[src/rtl/approx_mul_pkg.sv]
// Shared types and constants for the pipelined approximate multiplier.
package approx_mul_pkg;

    localparam int unsigned CNT_W = 16;

    typedef enum logic {
        MODE_EXACT  = 1'b0,
        MODE_APPROX = 1'b1
    } mode_e;

    // Rounding constant added back in approx mode: half the weight of the lowest kept column.
    function automatic int unsigned comp_const(input int unsigned trunc_cols);
        return (trunc_cols == 0) ? 32'd0 : (32'd1 << (trunc_cols - 1));
    endfunction

endpackage

[src/rtl/approx_mul_pipe_if.sv]
// Operand/result handshake bundle for approx_mul_pipe.
interface approx_mul_pipe_if #(
    parameter int unsigned WIDTH = 8,
    parameter int unsigned TAG_W = 4
);
    import approx_mul_pkg::*;

    logic                 in_valid;
    logic                 in_ready;
    logic [WIDTH-1:0]     in_a;
    logic [WIDTH-1:0]     in_b;
    logic                 in_mode;
    logic [TAG_W-1:0]     in_tag;
    logic                 out_valid;
    logic                 out_ready;
    logic [2*WIDTH-1:0]   out_p;
    logic [TAG_W-1:0]     out_tag;
    logic [CNT_W-1:0]     approx_cnt;

    // Producer/consumer side
    modport master (
        output in_valid, in_a, in_b, in_mode, in_tag, out_ready,
        input  in_ready, out_valid, out_p, out_tag, approx_cnt
    );

    // Multiplier side
    modport slave (
        input  in_valid, in_a, in_b, in_mode, in_tag, out_ready,
        output in_ready, out_valid, out_p, out_tag, approx_cnt
    );

endinterface

[src/rtl/approx_mul_pipe_pp_array.sv]
// Combinational partial-product generator with approx-mode column truncation.
module approx_pp_array
    import approx_mul_pkg::*;
#(
    parameter int unsigned WIDTH      = 8,
    parameter int unsigned TRUNC_COLS = 4
) (
    input  logic [WIDTH-1:0]                a_i,
    input  logic [WIDTH-1:0]                b_i,
    input  mode_e                           mode_i,
    output logic [WIDTH-1:0][2*WIDTH-1:0]   rows_o
);

    // Row i is a[i] & b placed at column offset i; approx mode clears columns below TRUNC_COLS.
    always_comb begin
        rows_o = '0;
        for (int i = 0; i < int'(WIDTH); i++) begin
            for (int j = 0; j < int'(WIDTH); j++) begin
                if (mode_i == MODE_EXACT || (i + j) >= int'(TRUNC_COLS)) begin
                    rows_o[i][i+j] = a_i[i] & b_i[j];
                end
            end
        end
    end

endmodule

[src/rtl/approx_mul_pipe.sv]
// Pipelined unsigned exact/approximate multiplier with valid/ready handshake and tag sideband.
module approx_mul_pipe
    import approx_mul_pkg::*;
#(
    parameter int unsigned WIDTH      = 8,
    parameter int unsigned TRUNC_COLS = 4,
    parameter int unsigned STAGES     = 3,
    parameter int unsigned TAG_W      = 4
) (
    input logic               clk,
    input logic               rst,
    approx_mul_pipe_if.slave  bus
);

    localparam int unsigned PW      = 2 * WIDTH;
    localparam int unsigned LO_ROWS = WIDTH / 2;
    localparam logic [PW:0] COMP    = (PW + 1)'(comp_const(TRUNC_COLS));

    // Whole pipe moves as one; a stalled output freezes every stage.
    logic adv;
    assign adv          = bus.out_ready | ~bus.out_valid;
    assign bus.in_ready = adv;

    // ---------------- S1: operands, mode, tag ----------------
    logic             s1_valid;
    logic [WIDTH-1:0] s1_a, s1_b;
    mode_e            s1_mode;
    logic [TAG_W-1:0] s1_tag;

    if (STAGES >= 3) begin : g_s1_reg
        logic             valid_q;
        logic [WIDTH-1:0] a_q, b_q;
        mode_e            mode_q;
        logic [TAG_W-1:0] tag_q;

        // Capture the incoming beat.
        always_ff @(posedge clk) begin
            if (rst) begin
                valid_q <= 1'b0;
                a_q     <= '0;
                b_q     <= '0;
                mode_q  <= MODE_EXACT;
                tag_q   <= '0;
            end else if (adv) begin
                valid_q <= bus.in_valid;
                a_q     <= bus.in_a;
                b_q     <= bus.in_b;
                mode_q  <= mode_e'(bus.in_mode);
                tag_q   <= bus.in_tag;
            end
        end

        assign s1_valid = valid_q;
        assign s1_a     = a_q;
        assign s1_b     = b_q;
        assign s1_mode  = mode_q;
        assign s1_tag   = tag_q;
    end else begin : g_s1_pass
        assign s1_valid = bus.in_valid;
        assign s1_a     = bus.in_a;
        assign s1_b     = bus.in_b;
        assign s1_mode  = mode_e'(bus.in_mode);
        assign s1_tag   = bus.in_tag;
    end

    // ---------------- partial products and row reduction ----------------
    logic [WIDTH-1:0][PW-1:0] rows;
    logic [PW-1:0]            red_lo, red_hi;
    logic                     red_zero;

    approx_pp_array #(
        .WIDTH      (WIDTH),
        .TRUNC_COLS (TRUNC_COLS)
    ) u_pp (
        .a_i    (s1_a),
        .b_i    (s1_b),
        .mode_i (s1_mode),
        .rows_o (rows)
    );

    // Fold rows into two partial sums; each fits PW bits since it never exceeds the full product.
    always_comb begin
        red_lo = '0;
        red_hi = '0;
        for (int i = 0; i < int'(WIDTH); i++) begin
            if (i < int'(LO_ROWS)) begin
                red_lo = red_lo + rows[i];
            end else begin
                red_hi = red_hi + rows[i];
            end
        end
    end

    assign red_zero = (s1_a == '0) || (s1_b == '0);

    // ---------------- S2: reduced rows ----------------
    logic             s2_valid;
    logic [PW-1:0]    s2_lo, s2_hi;
    logic             s2_zero;
    mode_e            s2_mode;
    logic [TAG_W-1:0] s2_tag;

    if (STAGES >= 2) begin : g_s2_reg
        logic             valid_q;
        logic [PW-1:0]    lo_q, hi_q;
        logic             zero_q;
        mode_e            mode_q;
        logic [TAG_W-1:0] tag_q;

        // Register the two partial sums with their sideband.
        always_ff @(posedge clk) begin
            if (rst) begin
                valid_q <= 1'b0;
                lo_q    <= '0;
                hi_q    <= '0;
                zero_q  <= 1'b0;
                mode_q  <= MODE_EXACT;
                tag_q   <= '0;
            end else if (adv) begin
                valid_q <= s1_valid;
                lo_q    <= red_lo;
                hi_q    <= red_hi;
                zero_q  <= red_zero;
                mode_q  <= s1_mode;
                tag_q   <= s1_tag;
            end
        end

        assign s2_valid = valid_q;
        assign s2_lo    = lo_q;
        assign s2_hi    = hi_q;
        assign s2_zero  = zero_q;
        assign s2_mode  = mode_q;
        assign s2_tag   = tag_q;
    end else begin : g_s2_pass
        assign s2_valid = s1_valid;
        assign s2_lo    = red_lo;
        assign s2_hi    = red_hi;
        assign s2_zero  = red_zero;
        assign s2_mode  = s1_mode;
        assign s2_tag   = s1_tag;
    end

    // ---------------- final add, compensation, zero bypass ----------------
    logic [PW:0]   sum_wide;
    logic [PW-1:0] sum_p;

    // Add the compensation constant only for approx beats; clamp on any carry out.
    always_comb begin
        sum_wide = {1'b0, s2_lo} + {1'b0, s2_hi};
        if (s2_mode == MODE_APPROX) begin
            sum_wide = sum_wide + COMP;
        end
        if (s2_zero) begin
            sum_p = '0;
        end else if (sum_wide[PW]) begin
            sum_p = '1;
        end else begin
            sum_p = sum_wide[PW-1:0];
        end
    end

    // ---------------- S3: final sum ----------------
    logic             s3_valid_q;
    logic [PW-1:0]    s3_p_q;
    mode_e            s3_mode_q;
    logic [TAG_W-1:0] s3_tag_q;

    // Register the finished product.
    always_ff @(posedge clk) begin
        if (rst) begin
            s3_valid_q <= 1'b0;
            s3_p_q     <= '0;
            s3_mode_q  <= MODE_EXACT;
            s3_tag_q   <= '0;
        end else if (adv) begin
            s3_valid_q <= s2_valid;
            s3_p_q     <= sum_p;
            s3_mode_q  <= s2_mode;
            s3_tag_q   <= s2_tag;
        end
    end

    // ---------------- S4: optional output register ----------------
    mode_e out_mode;

    if (STAGES >= 4) begin : g_s4_reg
        logic             valid_q;
        logic [PW-1:0]    p_q;
        mode_e            mode_q;
        logic [TAG_W-1:0] tag_q;

        // Extra retiming register on the result.
        always_ff @(posedge clk) begin
            if (rst) begin
                valid_q <= 1'b0;
                p_q     <= '0;
                mode_q  <= MODE_EXACT;
                tag_q   <= '0;
            end else if (adv) begin
                valid_q <= s3_valid_q;
                p_q     <= s3_p_q;
                mode_q  <= s3_mode_q;
                tag_q   <= s3_tag_q;
            end
        end

        assign bus.out_valid = valid_q;
        assign bus.out_p     = p_q;
        assign bus.out_tag   = tag_q;
        assign out_mode      = mode_q;
    end else begin : g_s4_pass
        assign bus.out_valid = s3_valid_q;
        assign bus.out_p     = s3_p_q;
        assign bus.out_tag   = s3_tag_q;
        assign out_mode      = s3_mode_q;
    end

    // ---------------- completed-approx-op counter ----------------
    logic [CNT_W-1:0] cnt_d, cnt_q;

    // Count consumed approx results, sticking at all-ones.
    always_comb begin
        cnt_d = cnt_q;
        if (bus.out_valid && bus.out_ready && out_mode == MODE_APPROX && cnt_q != '1) begin
            cnt_d = cnt_q + CNT_W'(1);
        end
    end

    // Counter state.
    always_ff @(posedge clk) begin
        if (rst) begin
            cnt_q <= '0;
        end else begin
            cnt_q <= cnt_d;
        end
    end

    assign bus.approx_cnt = cnt_q;

endmodule

[src/flat_wrapper.sv]
// flat-port wrapper written by rule: the top's interface ports become plain ports
module approx_mul_pipe_flat import approx_mul_pkg::*;
#(
    parameter int unsigned WIDTH      = 8,
    parameter int unsigned TRUNC_COLS = 4,
    parameter int unsigned STAGES     = 3,
    parameter int unsigned TAG_W      = 4
)
  (clk, rst, bus_in_valid, bus_in_a, bus_in_b, bus_in_mode, bus_in_tag, bus_out_ready, bus_in_ready, bus_out_valid, bus_out_p, bus_out_tag, bus_approx_cnt);
  approx_mul_pipe_if #(.WIDTH(WIDTH), .TAG_W(TAG_W)) bus_i ();
  input logic clk;
  input logic rst;
  input wire logic [$bits(bus_i.in_valid)-1:0] bus_in_valid;
  input wire logic [$bits(bus_i.in_a)-1:0] bus_in_a;
  input wire logic [$bits(bus_i.in_b)-1:0] bus_in_b;
  input wire logic [$bits(bus_i.in_mode)-1:0] bus_in_mode;
  input wire logic [$bits(bus_i.in_tag)-1:0] bus_in_tag;
  input wire logic [$bits(bus_i.out_ready)-1:0] bus_out_ready;
  output wire logic [$bits(bus_i.in_ready)-1:0] bus_in_ready;
  output wire logic [$bits(bus_i.out_valid)-1:0] bus_out_valid;
  output wire logic [$bits(bus_i.out_p)-1:0] bus_out_p;
  output wire logic [$bits(bus_i.out_tag)-1:0] bus_out_tag;
  output wire logic [$bits(bus_i.approx_cnt)-1:0] bus_approx_cnt;
  assign bus_i.in_valid = bus_in_valid;
  assign bus_i.in_a = bus_in_a;
  assign bus_i.in_b = bus_in_b;
  assign bus_i.in_mode = bus_in_mode;
  assign bus_i.in_tag = bus_in_tag;
  assign bus_i.out_ready = bus_out_ready;
  assign bus_in_ready = bus_i.in_ready;
  assign bus_out_valid = bus_i.out_valid;
  assign bus_out_p = bus_i.out_p;
  assign bus_out_tag = bus_i.out_tag;
  assign bus_approx_cnt = bus_i.approx_cnt;
  approx_mul_pipe #(.WIDTH(WIDTH), .TRUNC_COLS(TRUNC_COLS), .STAGES(STAGES), .TAG_W(TAG_W)) u_core (.clk(clk), .rst(rst), .bus(bus_i));
endmodule
[config.mk]
export PLATFORM = sky130hd
export DESIGN_NAME = approx_mul_pipe_flat
export DESIGN_NICKNAME = d
export VERILOG_FILES = /design/src/rtl/approx_mul_pkg.sv /design/src/rtl/approx_mul_pipe_if.sv /design/src/rtl/approx_mul_pipe_pp_array.sv /design/src/rtl/approx_mul_pipe.sv /design/src/flat_wrapper.sv
export SDC_FILE = /design/constraint.sdc
export NUM_CORES = 1
export LEC_CHECK = 0
export CAP_MARGIN = 25
export CORE_ASPECT_RATIO = 0.8
export CORE_UTILIZATION = 53
export CTS_BUF_LIST = sky130_fd_sc_hd__clkbuf_8
export CTS_CLUSTER_SIZE = 30
export DETAILED_ROUTE_END_ITERATION = 10
export GPL_TIMING_DRIVEN = 0
export PLACE_DENSITY = 0.78
export SYNTH_ARGS = -nofsm -noshare
export SYNTH_HDL_FRONTEND = slang
export SYNTH_SLANG_ARGS = --single-unit
export TNS_END_PERCENT = 10
[constraint.sdc]
create_clock -name clk -period 4 [get_ports clk]
set_input_delay 0.4 -clock clk [delete_from_list [all_inputs] [get_ports clk]]
set_output_delay 0.4 -clock clk [all_outputs]
set_load 0.1 [all_outputs]
==> summary.md, run 1 <==
| Metric | Value |
|---|---|
| R2r endpoint | u_core.g_s2_reg.lo_q[10] |
| FP Rows | 34 |
| LEAKAGE | 3.03 nW |
| Most frequent cell after synthesis | nand2_1 |
| Initial Util | 0.544 |
| Routed vias/inst | 5.67 |
| Boundary pin count | 63 |
| WP data arrival | between 4 and 5 ns |
| Vias in the first global route | roughly 5,200 |
| Crit path launch type | flip-flop |
| Hold Startpoint | u_core.g_s1_reg.tag_q[3] |
| # clock sinks | 91 |
| Fmax | 259 MHz |
| Synth Cell Area | between 5000 and 6000 µm² |
| CP Class | flip-flop to flip-flop |
| Min Tclk post-route | 3.86 ns |
| 1st-pass router iterations | 5 |
| Worst Path Required | 4.27 ns |
| First-pass GRT wire length | ~24,000 µm |
| Synth top area cells | dfxtp_1, nand2_1, ha_1 |
| Max Slew Vio Count | 0 |
| Mux share of post-synthesis cell area | 0.00359 |
| Synthesized instance count | about 740 |
| Routed wire length | ~15,000 µm |
| Pin count of the biggest net entering global routing | 16 |
| Synth cell types | 70 |
| CP Capture Type | flip-flop |
| Syn Nets | ~800 |
| CP bufs+invs | 2 |
| Hold Crit Depth | 2 |
| Post-synthesis xor/xnor area fraction | 0.0631 |
| Root Driver | clkbuf_8 |
| Initial drt markers | about 330 |
| Clock Latency Late Sink | approximately 0.37 ns |
| Fillcell total | between 900 and 1,000 |
| Synthesized area per cell | 8.03 µm² |
| Dominant synthesized flop cell | dfxtp_1 |
| CTS tree | yes |
| Delay-heaviest family, CP | adder cells |
| Reg2reg path depth | 19 |
| Detailed Place HPWL | around 11,000 µm |
| Status | finished, final reports clean |
| Compound-Gate Fraction of Synth Area | 0.178 |
| Post-DRT Antenna Nets | 0 |
| Slowest CP cell | fa_1 |
| Register bit total from synthesis | 91 |
| Flop2flop setup slack | roughly 0.14 ns |
| Max_cap viols | 0 |
| Slack of the critical path | 0.144 ns |
| Final hold vios | 0 |
| Die extent in x | roughly 120 µm |
| Reg clk slew, reported paths | ~0.09 ns |
| Synth Area in Adders | 0.153 |
| H-Tree Depth | 3 |
| Worst Skew | around 0.014 ns |
| Unrepaired setup endpoints after global routing | yes |
| CTS Buf Count | 9 |
| Placed Cells | approximately 940 |
| Post-synthesis sequential area ratio | 0.307 |
| Reg2reg start | u_core.g_s1_reg.a_q[0] |
| Hold WS | roughly 0.45 ns |
| Total vias in the final route | 5,475 |
| Layout cells sized above 1 | 0.107 |
| Post-synth EDFFs | 0 |
| Slew headroom | 0.339 |
| Core area | around 11,000 µm² |
| GRT Resource Usage Total | 0.262 |
| Worst-path cell chain | nor2b_4 > and2_4 > ha_2 > inv_1 > fa_2 > nor2b_2 > o21ai_2 > a21oi_2 > o21ai_1 > nand2b_1 > a21oi_1 > or2_4 > fa_1 > inv_1 > ha_4 > nand2_1 > o21ai_2 > nor4b_1 > a211o_1 |
| DRC | 0 |
| Post-synthesis simple-gate area fraction | 0.234 |
| HP Class | flip-flop to flip-flop |
| Final #Nets | roughly 900 |
| Die height | 96.6 µm |
| Die area | roughly 12,000 µm² |
| Post-synth top area share | 0.307 |
| Cell Count, Final, Fillers Out | a little under 1,000 |
| Hold Path Sink | u_core.g_s2_reg.tag_q[3] |
| Worst Path Max Fanout | 7 |
| PD cells | roughly 280 nW/µm² |
| GP Congestion | around 0.9 |
| Fin crit share | 0.964 |
| Commonest cells post-synth | nand2_1, dfxtp_1, a21oi_1, inv_1, ha_1 |
| Leading area contributor after synthesis | dfxtp_1 |
| Post-synth ARST share | 0 |
| Synth Warn # | 0 |
| CP peak stage delay | between 0.5 and 0.6 ns |
| Total chip power | just under 2 mW |
| Setup-failing EPs final | 0 |
| Initial antenna violation count | 0 |
| Port bufs | 61 |
| IR drop worst, VDD | between 150 and 200 µV |
| Slew at the pin with the worst max-slew slack | around 1 ns |
| Grt ovf | 0 |
| WL/cell | roughly 16 µm |
| # diodes | 0 |
| Hold buffers post-CTS | 0 |
| Area grow syn2layout | 20.8% |
| Clock tree buffer depth | 2 |
| Pre-CTS setup slack | -0.418 ns |
| Main combinational cell family by area after synthesis | simple AND/OR/NAND/NOR gates |
[state kept, by name, summed over array words and instances, names as in the netlist, 8 cells and up]
name and count:
u_core.g_s1_reg.a_q 8, u_core.g_s1_reg.b_q 8, u_core.g_s2_reg.lo_q 12, u_core.bus.approx_cnt 16, u_core.g_s2_reg.hi_q 12, u_core.bus.out_p 16
[cell families after synthesis]
group                    count (synthesis)
multiplexers                             2
AO/OA/AOI/OAI                          160
flip-flops                              91
AND/OR/NAND/NOR                        289
buffers and inverters                   94
XOR/XNOR                                41
adder cells (fa/ha/maj)                 61
[per-stage QoR]
stage          setup TNS [ns]   util  cell area (µm²)
2_1_floorplan               0      -             5930
3_3_place_gp           -0.932  0.617             6720
3_5_place_dp            -1.49  0.617             6720
4_1_cts               -0.0103  0.640             6970
5_1_grt                -0.173  0.658             7160
6_report                    0  0.658             7160
[power breakdown]
| part | internal, mW | switching, mW | leakage, nW |
|---|---|---|---|
| Combinational | 0.161 | 0.270 | 2.19 |
| Sequential | 0.945 | 0.0378 | 0.748 |
| Clock | 0.225 | 0.336 | 0.0922 |
| Total | 1.33 | 0.644 | 3.03 |
[tightest hold or removal path, stage by stage, from the launching register on]
cell     delay (ns)
dfxtp_1        0.32
nand2_1        0.05
a21oi_1        0.05
[worst max-delay path by stage]
stage,startpoint,to,slack (ns),cells after the start
after floorplan,u_core.g_s1_reg.b_q[1],u_core.g_s2_reg.hi_q[14],0.13,18
after global placement,u_core.g_s1_reg.a_q[0],u_core.g_s2_reg.lo_q[10],-0.32,19
after detailed placement,u_core.g_s1_reg.a_q[0],u_core.g_s2_reg.lo_q[10],-0.42,19
after CTS,u_core.g_s1_reg.b_q[3],u_core.g_s2_reg.hi_q[14],-0.01,15
after global routing,u_core.g_s1_reg.a_q[0],u_core.g_s2_reg.lo_q[10],-0.06,19
final,u_core.g_s1_reg.a_q[0],u_core.g_s2_reg.lo_q[10],0.14,19
[layout by cell type, fill, tap and decap left out, types with 9 or more instances in the layout]
cell type        Yosys  final
o21ai_0             23     15
a21oi_2              3     15
fa_1                19     17
nand2_1            142    142
xnor2_1             16     16
nor2_1              38     38
clkbuf_1            32     25
a221o_1             13     13
a21oi_1             77     65
nand3_1             15     15
and2_1              34     33
clkdlybuf4s50_1      0     61
ha_1                42     35
clkbuf_8             0      9
xor2_1              23     22
inv_1               52     54
buf_4                0     14
dfxtp_1             91     82
[cell type report]
type,count,area [µm²],share of cell area
clock buffers,9,124,0.0173
flip-flops and latches,91,1850,0.258
repair buffers,75,716,0.0999
clock inverters,7,46.3,0.00647
plain buffers,35,141,0.0197
multi-input cells,553,3910,0.546
inverters,52,195,0.0273
well taps,144,180,0.0252
[timing repair]
action | CTS | global route
hold endpoints to repair | 0 | 0
gates resized for setup | 26 | 34
pin swaps | 2 | 12
endpoints found under the setup margin | 6 | 7
buffers inserted | 5 | 9
[layer usage]
layer	wire [µm]	part of all wire	global-route usage
met5	0	0	0
met4	364	0.024	0.0807
met3	1010	0.067	0.0460
met2	6990	0.46	0.437
met1	6720	0.45	0.345
Note: power is estimated with default switching activity, not from simulation.
==> run 2, diff against run 1 <==
--- a/config.mk
+++ b/config.mk
@@ -5,7 +5,6 @@
 export SDC_FILE = /design/constraint.sdc
 export NUM_CORES = 1
 export LEC_CHECK = 0
-export CAP_MARGIN = 25
 export CORE_ASPECT_RATIO = 0.8
 export CORE_UTILIZATION = 53
 export CTS_BUF_LIST = sky130_fd_sc_hd__clkbuf_8
==> results of run 2 <==
Final layout, timing and power as in run 1 (identical DEF).
==> run 3, diff against run 2 <==
--- a/config.mk
+++ b/config.mk
@@ -8,10 +8,11 @@
 export CORE_ASPECT_RATIO = 0.8
 export CORE_UTILIZATION = 53
 export CTS_BUF_LIST = sky130_fd_sc_hd__clkbuf_8
-export CTS_CLUSTER_SIZE = 30
+export CTS_CLUSTER_SIZE = 40
 export DETAILED_ROUTE_END_ITERATION = 10
 export GPL_TIMING_DRIVEN = 0
 export PLACE_DENSITY = 0.78
+export RECOVER_POWER = 100
 export SYNTH_ARGS = -nofsm -noshare
 export SYNTH_HDL_FRONTEND = slang
 export SYNTH_SLANG_ARGS = --single-unit
==> run 3 against run 2 <==
Net effect: core utilization fell by 0.057 points; clock power is essentially flat; non-clock buffer count unchanged; cell area barely moved; first-iteration DRC count is 13% higher.
==> summary.md, run 3 (synthesized netlist as in run 1, its figures left out) <==
| Metric | Value |
|---|---|
| Status | finished, final reports clean |
| Register area | between 1500 and 2000 µm² |
| Fillcell total | 950 |
| Max_cap viols | 0 |
| Routed vias/inst | between 5 and 6 |
| Pre-CTS setup slack | -0.418 ns |
| Pin count of the biggest net entering global routing | 16 |
| Detailed Place HPWL | approximately 11,000 µm |
| Slack of the critical path | approximately 0.15 ns |
| Root Driver | clkbuf_8 |
| Worst-path cell chain | and2_1 > ha_2 > inv_1 > fa_1 > nor2b_1 > o21ai_2 > a21oi_2 > o21ai_1 > a21oi_2 > o21bai_1 > fa_1 > inv_1 > ha_4 > a21oi_1 > o21ai_2 > or4b_2 > o311ai_1 |
| Area occupied by multi-input gates | between 3000 and 4000 µm² |
| Hold WS | roughly 0.45 ns |
| Cell Count, Final, Fillers Out | slightly below 1,000 |
| Worst Path Max Fanout | 4 |
| GP Congestion | around 0.88 |
| Worst Path Required | between 4 and 5 ns |
| Fmax | ~260 MHz |
| Initial Util | 0.544 |
| Crit path launch type | flip-flop |
| Grt ovf | 0 |
| Commonest non-fill, non-tap cell in the layout | nand2_1 |
| DRC | 0 |
| 1st-pass router iterations | 5 |
| Slowest CP cell | or4b_2 |
| CTS Buf Count | 9 |
| IR drop worst, VDD | between 150 and 200 µV |
| CP bufs+invs | 2 |
| Commonest cells after routing, fill and taps aside | nand2_1, dfxtp_1, a21oi_1, inv_1 |
| Die extent in x | 120 µm |
| HP Class | flip-flop to flip-flop |
| CP peak stage delay | 0.61 ns |
| Worst setup path start | u_core.g_s1_reg.b_q[1] |
| WP data arrival | 4.12 ns |
| Unrepaired setup endpoints after global routing | yes |
| Max Slew Vio Count | 0 |
| Post-DRT Antenna Nets | 0 |
| Final #Nets | 903 |
| Setup-failing EPs final | 0 |
| CP Capture Type | flip-flop |
| Initial drt markers | ~380 |
| H-Tree Depth | 3 |
| Delay-heaviest family, CP | adder cells |
| Routed wire length | 15,100 µm |
| Die height | between 90 and 100 µm |
| FP Rows | 34 |
| # diodes | 0 |
| Fin crit share | 0.962 |
| Hold Startpoint | u_core.g_s1_reg.tag_q[3] |
| Final hold vios | 0 |
| Area grow syn2layout | 20.7% |
| Reg2reg start | u_core.g_s1_reg.b_q[1] |
| Vias in the first global route | around 5,200 |
| Clock tree buffer depth | 2 |
| Total vias in the final route | between 5,000 and 6,000 |
| Worst Skew | 0.0156 ns |
| Boundary pin count | between 60 and 70 |
| Clock Latency Late Sink | approximately 0.37 ns |
| GRT Resource Usage Total | 0.262 |
| First-pass GRT wire length | roughly 24,000 µm |
| Layout cells sized above 1 | 0.106 |
| Reg clk slew, reported paths | about 0.090 ns |
| Placed Cells | between 900 and 1,000 |
| Slew headroom | 0.331 |
| Core area | between 10,000 and 15,000 µm² |
| Slew at the pin with the worst max-slew slack | 1.00 ns |
| Die area | about 12,000 µm² |
| PD cells | approximately 280 nW/µm² |
| Port bufs | ~60 |
| Initial antenna violation count | 0 |
| # clock sinks | 91 |
| LEAKAGE | 3.16 nW |
| Final Util | 0.657 |
| CTS tree | yes |
| WL/cell | around 16 µm |
| Min Tclk post-route | between 3 and 4 ns |
| CP Class | flip-flop to flip-flop |
run 3: cell types whose count changed in the layout (fill, tap and decap cells not counted), sizes merged:
| cell | previous run | this run |
|---|---|---|
| clkdlybuf4s50 | 61 | 23 |
| buf | 23 | 21 |
| dlygate4sd3 | 0 | 38 |
| clkbuf | 35 | 37 |
run 3: stage by stage:
stage	TNS, ns	instance area (µm²)	power [mW]
6_report	0	7150	1.97
5_1_grt	-0.173	7150	2.05
4_1_cts	-0.0103	6970	1.96
3_5_place_dp	-1.49	6720	1.41
3_3_place_gp	-0.932	6720	1.39
2_1_floorplan	0	5930	1.29
run 3: power breakdown:
group / switching [mW] / internal, mW / total (mW)
Clock: 0.334 / 0.225 / 0.559
Sequential: 0.0374 / 0.945 / 0.982
Combinational: 0.270 / 0.157 / 0.428
run 3: timing repair:
action,CTS,global route
pin swaps,2,12
resized for setup,26,34
hold buffers,0,0
buffers inserted,5,9
endpoints found under the hold margin,0,0
gates cloned,0,0
setup endpoints to repair,6,7
run 3: worst paths after layout:
| path | slack, ns | end | depth (start not counted) |
|---|---|---|---|
| setup / recovery | 0.15 | u_core.g_s2_reg.hi_q[14] | 17 |
| hold / removal | 0.45 | u_core.g_s2_reg.tag_q[3] | 2 |
| setup reg to reg | 0.15 | u_core.g_s2_reg.hi_q[14] | 17 |
| hold reg to reg | 0.45 | u_core.g_s2_reg.tag_q[3] | 2 |
run 3: worst register-to-register path, stage by stage (launching register included):
cell      delay (ns)
dfxtp_4         0.39
and2_1          0.14
ha_2            0.18
inv_1           0.05
fa_1            0.39
nor2b_1         0.16
o21ai_2         0.08
a21oi_2         0.15
o21ai_1         0.10
a21oi_2         0.14
o21bai_1        0.10
fa_1            0.57
inv_1           0.08
ha_4            0.25
a21oi_1         0.18
o21ai_2         0.09
or4b_2          0.61
o311ai_1        0.10
run 3: final cells by class:
cell class / count / area share
inverters: 52 / 0.0273
well taps: 144 / 0.0252
repair buffers: 75 / 0.100
flip-flops and latches: 91 / 0.259
clock buffers: 9 / 0.0173
multi-input cells: 553 / 0.545
plain buffers: 35 / 0.0198
clock inverters: 7 / 0.00647
run 3: per-layer routing:
layer  share of wire  vias to the layer above  global-route usage  wire length (µm)
li1                -                     2651                   -                 -
met1            0.44                     2589               0.345              6660
met2            0.47                      206               0.437              7060
met3           0.070                       42              0.0460              1060
met4           0.023                        0              0.0807               344
met5               0                        -                   0                 0
